## src/rtl/rx_serial_comando.sv

```systemverilog
// rx_serial_comando: 8N1 serial receiver for position-command bytes.
// Bit 7 of each valid byte selects command (1) or data (0); bits 6:0 are the
// payload. A bad stop bit raises erroParada and leaves the last good byte alone.
module rx_serial_comando #(
    parameter int unsigned CLKS_PER_BIT = 434
) (
    input  logic       clock,
    input  logic       reset,
    input  logic       RX,
    output logic [6:0] dados,
    output logic       comando,
    output logic       fimRecepcao,
    output logic       erroParada,
    output logic [3:0] dbEstado
);

    // Timer is just wide enough to count 0..CLKS_PER_BIT-1
    localparam int unsigned TimerW = (CLKS_PER_BIT > 1) ? $clog2(CLKS_PER_BIT) : 1;
    localparam logic [TimerW-1:0] BitLast  = TimerW'(CLKS_PER_BIT - 1);
    localparam logic [TimerW-1:0] HalfLast = TimerW'(CLKS_PER_BIT / 2 - 1);

    typedef enum logic [3:0] {
        StInicial = 4'b0000,
        StEspera  = 4'b0001,
        StInicio  = 4'b0010,
        StDados   = 4'b0011,
        StParada  = 4'b0100,
        StFim     = 4'b0101,
        StErro    = 4'b0110
    } estado_t;

    estado_t           estado;
    logic              rx_meta;
    logic              rx_s;
    logic [TimerW-1:0] timer;
    logic [2:0]        bit_idx;
    logic [7:0]        shift;

    // Two-flop synchronizer; idles high so reset never looks like a start bit
    always_ff @(posedge clock) begin
        if (reset) begin
            rx_meta <= 1'b1;
            rx_s    <= 1'b1;
        end else begin
            rx_meta <= RX;
            rx_s    <= rx_meta;
        end
    end

    // Receive FSM with bit timer, shift register and registered outputs
    always_ff @(posedge clock) begin
        if (reset) begin
            estado      <= StInicial;
            timer       <= '0;
            bit_idx     <= '0;
            shift       <= '0;
            dados       <= '0;
            comando     <= 1'b0;
            fimRecepcao <= 1'b0;
            erroParada  <= 1'b0;
        end else begin
            fimRecepcao <= 1'b0;
            case (estado)
                StInicial: begin
                    estado <= StEspera;
                end
                StEspera: begin
                    if (!rx_s) begin
                        estado  <= StInicio;
                        timer   <= '0;
                        bit_idx <= '0;
                    end
                end
                StInicio: begin
                    // Re-check the line at mid start bit to reject glitches
                    if (timer == HalfLast) begin
                        timer <= '0;
                        if (!rx_s) begin
                            estado     <= StDados;
                            erroParada <= 1'b0;
                        end else begin
                            estado <= StEspera;
                        end
                    end else begin
                        timer <= timer + TimerW'(1);
                    end
                end
                StDados: begin
                    if (timer == BitLast) begin
                        timer          <= '0;
                        shift[bit_idx] <= rx_s;
                        if (bit_idx == 3'd7) begin
                            estado <= StParada;
                        end else begin
                            bit_idx <= bit_idx + 3'd1;
                        end
                    end else begin
                        timer <= timer + TimerW'(1);
                    end
                end
                StParada: begin
                    if (timer == BitLast) begin
                        timer <= '0;
                        if (rx_s) begin
                            estado      <= StFim;
                            dados       <= shift[6:0];
                            comando     <= shift[7];
                            fimRecepcao <= 1'b1;
                        end else begin
                            estado     <= StErro;
                            erroParada <= 1'b1;
                        end
                    end else begin
                        timer <= timer + TimerW'(1);
                    end
                end
                StFim: begin
                    estado <= StEspera;
                end
                StErro: begin
                    // Wait for the line to return idle before hunting again
                    if (rx_s) begin
                        estado <= StEspera;
                    end
                end
                default: begin
                    estado <= StInicial;
                end
            endcase
        end
    end

    // Debug state code; unknown encodings show as 1111
    always_comb begin
        dbEstado = 4'b1111;
        case (estado)
            StInicial: dbEstado = 4'b0000;
            StEspera:  dbEstado = 4'b0001;
            StInicio:  dbEstado = 4'b0010;
            StDados:   dbEstado = 4'b0011;
            StParada:  dbEstado = 4'b0100;
            StFim:     dbEstado = 4'b0101;
            StErro:    dbEstado = 4'b0110;
            default:   dbEstado = 4'b1111;
        endcase
    end

endmodule

```

## config.mk

```make
export PLATFORM = sky130hd
export DESIGN_NAME = rx_serial_comando
export DESIGN_NICKNAME = d
export VERILOG_FILES = /design/src/rtl/rx_serial_comando.sv
export SDC_FILE = /design/constraint.sdc
export NUM_CORES = 1
export LEC_CHECK = 0
export ABC_AREA = 1
export BUFFER_PORTS_ARGS = -buffer_cell sky130_fd_sc_hd__buf_2
export CAP_MARGIN = 40
export CORE_MARGIN = 10
export CORE_UTILIZATION = 35
export CTS_CLUSTER_DIAMETER = 120
export DETAILED_ROUTE_END_ITERATION = 7
export GPL_TIMING_DRIVEN = 0
export PLACE_DENSITY_LB_ADDON = 0.25
export SLEW_MARGIN = 15
export SYNTH_ARGS = -nofsm -noshare
export SYNTH_HDL_FRONTEND = slang
export SYNTH_SLANG_ARGS = --single-unit
```

## constraint.sdc

```tcl
create_clock -name clock -period 2 [get_ports clock]
set_input_delay 0.2 -clock clock [delete_from_list [all_inputs] [get_ports clock]]
set_output_delay 0.2 -clock clock [all_outputs]
set_load 0.005 [all_outputs]
```

Word level (Yosys, flattened, before mapping)
Cells that the tools add are included.

storage, ports and cells
  bits in registers = 36
  word-level logic and storage cells = 75

cells by class
  reduce and logical (&&, ||, !) cells = 14
  muxes and demuxes = 27
  eq/ne operators = 18
  bitwise gates (word level) = 2
  $lt $le $gt $ge = 2
  add/sub/neg operators = 2

operators with widths
  kind                 count
  $pmux 4 s7           1
  $mux 9               3
  $pmux 9 s3           1
  $mux 4               6
  $pmux 4 s6           1
  $ne 2x2->1 const B   9
  $eq 4x3->1 const B   3
  $add 9x1->9 const B  1
  $eq 9x8->1 const B   1
  $eq 9x9->1 const B   1
  $mux 3               3
  $bwmux 8             1
  $eq 4x2->1 const B   2
  $mux 1               6
  $pmux 3 s2           1
  $reduce_and 6->1     1
  $reduce_and 5->1     1
  $eq 4x1->1 const B   1
  $logic_not 4->1      1
  $lt 3x4->1 const B   1
  $mux 2               2
  $reduce_and 2->1     2
  $reduce_and 4->1     1
  $reduce_bool 2->1    2
  11 further kinds     13

Depth between registers and ports, before layout
  depth in word-level cells = 5
  mapped depth = 11
  gate-level depth less buffers = 11

Worst setup path before layout
Ideal clock, no wire load.

  path kind = flip-flop to flip-flop
  from = reg timer[1]
  to = reg estado[2]
  arrival = 1.253 ns
  cell stages (with the launch flop) = 12
  required time = 1.887 ns
  period minus slack after synthesis = 1.366 ns
  setup slack = 0.634 ns
  setup time = 0.113 ns
  cell sequence = dfxtp_1 > inv_1 > ha_1 > nand2_1 > nor2_2 > nand2_4 > nand2_1 > nand2_2 > nor2_2 > nand3_1 > nand2_1 > nor2_1

between the ends
  cells in the longest elaborated chain, start to end = 3

ends and longest elaborated chain
  item                                      RTL line     text
  from (decl)                               35           logic [TimerW-1:0] timer;
  from (signal assigned)                    85           timer <= timer + TimerW'(1);
  from (signal assigned)                    98           timer <= timer + TimerW'(1);
  from (signal assigned)                    114          timer <= timer + TimerW'(1);
  $eq 9x9->1 or $eq 9x8->1 (tied branches)  89, 102, 76
  $ne 2x2->1 (no source line)               --
  $reduce_and 6->1 (no source line) *       --
  to (signal assigned)                      93           estado <= StParada;
  to (signal assigned)                      105          estado <= StFim;
  to (signal assigned)                      110          estado <= StErro;
  to (decl)                                 32           estado_t estado;

Every way passes the cells marked *; elsewhere a longest branch is shown, timed or not.
A chain may end at the register's enable or synchronous reset.

Worst setup path in the final report
  from = reg timer[0]
  to = reg timer[8]

between the ends
  cells in the longest elaborated chain, start to end = 3

ends and longest elaborated chain
  item                                       RTL line     text
  $add 9x1->9, or another cell as far along  85, 98, 114
  $mux 9, on equally long branches           89, 102, 76
  $pmux 9 s3 *                               63           case (estado)

Marked as above.

==> out/metrics.yaml <==
synth_nets: 278
synth_area_leader_cell: "dfxtp_1"
grt_use_total_pct: 9.866
cp_slowest_stage_delay_ns: 0.39
crit_slowest_cell: "dfxtp_1"
clkTransAtPathRegs_ns: 0.07
cts-resized-gates: 0
cts_buffer_depth: 2
yosysSeqAreaShare_pct: 36.55
finalHoldViolCount: 0
cts_sinks: 35
crit_type: "register to register"
drive_gt1_share_pct: 22.45
final_util_pct: 41.68
rrSetupSlack_ns: 0.42
drtPass1Iterations: 4
core-area_um2: 5205
cp_num_cells: 9
end_kind: "register"
grt_overflow: 0
syn_inst: 270
hold_buffers: 0
portBuffers: 16
grt_first_pass_wirelength_um: 7176
std_cell_rows: 26
drt_iter0_drc: 77
total_power_mw: 2.207
hold_path.class: "input pin to register"
syn_area_per_cell_um2: 7.099
finClkSkew_ns: 0.003613
die_w_um: 94.01
io-pin-count: 17
final_nets: 301
root_buffer: "clkbuf_8"
drv_slew: 0
die_area_um2: 8837
htreeDepth: 2
dp.cells: 356
drtAntennaViolNets: 0
ys_warn_count: 0
required_ns: 2.22
cp_top_family: "simple AND/OR/NAND/NOR gates"
grt_pass1_vias: 1616
power_per_cell_area_nw_per_um2: 1017
p_leak_nw: 0.9593
setup_viol: 0
peakVddDrop_uv: 405.7
final_common_cell: "nand2_1"
fin_crit_sh_pct: 79.19
path_max_fanout: 4
num_antenna_cells: 0
cell_internal_pwr_mw: 1.312
yosysUniqueCellTypes: 30
tritoncts: "yes"
crit_arrival_ns: 1.81
synth_area_leaders: "dfxtp_1 37%, nand2_1 9.0%, nor2_1 8.8%"
detail_route.wl_per_cell_um: 10.95
rsz0062_at_grt: "no"
num_vias: 1663
fin_crit_ns: 1.584
status: "finished clean"
antenna_found_initial: 0
endpoint: "timer[8]"
cp_cell_sequence: "ha_1 -> nand2_1 -> nor2_1 -> inv_1 -> nor3_1 -> nand3_2 -> nand2_1 -> inv_1 -> nor2_1"
seq_power_share_pct: 37.6
p_switching_mw: 0.8953
swShare_pct: 40.56
layout.cells.most_common_list: "46 x nand2_1, 45 x nor2_1, 35 x dfxtp_1"
netlist.area_leader.share_pct: 36.55
ys_seq_elements: 35
setup_tns_ns: 0
crit_buf_inv: 2
syn-cell-area_um2: 1917
power.share.clock_pct: 22.2
area_growth_syn_to_layout_pct: 13.19
grt_max_degree: 12
cts_setup_buffers: 0
maxCapViolCount: 0
start_util_pct: 36.83
dp_hpwl_um: 3001
maxSlewHeadroom_pct: 73.31
cts_buffers: 5
p_comb_share_pct: 40.2
rr_endpoint: "timer[8]"
place_congestion: 0.8325
r2r_start: "timer[0]"
finalNonFillerCells: 364
critPathLaunch: "timer[0]"
fmax_ghz: 0.6314
rr_worst_depth: 9
tightest_slew_ns: 0.3967
wirelength_um: 3984
die_y_um: 94.01
insertion_delay_ns: 0.28
routed_via_density: 4.569
startpoint_type: "register"
drc: 0
==> stage by stage <==
stage                     cell area, µm²  hold WS, ns  setup slack (ns)
after floorplan                     1917       0.2691            0.6339
after global placement              2085       0.3829            0.4309
after detailed placement            2085       0.3859            0.4319
after CTS                           2170      0.08619            0.4170
after global routing                2170      0.08145            0.1840
final                               2170      0.09637            0.4161
==> cells by family (layout without fill, tap and decap cells) <==
kind of cell	count (synthesis)	in the layout	synth area share, %
adder cells (fa/ha/maj)	5	5	3.264
flip-flops	35	35	36.55
buffers and inverters	43	67	9.464
AND/OR/NAND/NOR	142	142	38.58
AO/OA/AOI/OAI	45	45	12.14
==> cells in the mapped netlist (all sizes together) <==
cell type and number:
dfxtp 35, a21oi 19, nand2 55, inv 35, buf 5, nor3 4, nand3b 2, and2 1
ha 5, or2 2, o21ai 26, nand4 2, nor2 54, clkbuf 3, nand3 21, nor4 1
==> flip-flops by register name, summed over array words and instances, names as in the netlist <==
signal       count
dados            7
bit_idx          3
timer            9
erroParada       1
rx_meta          1
rx_s             1
comando          1
estado           3
shift            8
fimRecepcao      1
==> cell type report <==
type                    instances  area (µm²)
repair buffers                 16       80.08
clock buffers                   6       72.57
inverters                      35       136.4
well taps                      70       87.58
flip-flops and latches         35       700.7
clock inverters                 2       12.51
multi-input cells             192        1035
plain buffers                   8       45.04
fillers                       567        3035
==> worst min-delay path by stage <==
stage	from	end	slack, ns	cells after the start
finish	RX	rx_meta	0.1	2
global route	RX	rx_meta	0.08	2
CTS	RX	rx_meta	0.09	2
detailed placement	RX	rx_meta	0.39	2
global placement	RX	rx_meta	0.38	2
floorplan	reset	timer[1]	0.27	1
==> metal layers <==
metal | vias to the layer above | track usage, % | wire (µm)
met5 | - | 0 | 0
met4 | 0 | 3.797 | 50
met3 | 7 | 2.958 | 171
met2 | 28 | 15.32 | 1680
met1 | 726 | 12.46 | 2082
li1 | 902 | - | -
==> power by group through the flow <==
stage	combinational, mW	sequential, mW	clock, mW
finish	0.887	0.830	0.491
global route	1.01	0.844	0.546
CTS	0.892	0.832	0.513
detailed placement	0.884	0.849	0
global placement	0.882	0.848	0
floorplan	0.725	0.831	0
Note: power is estimated with default switching activity, not from simulation.
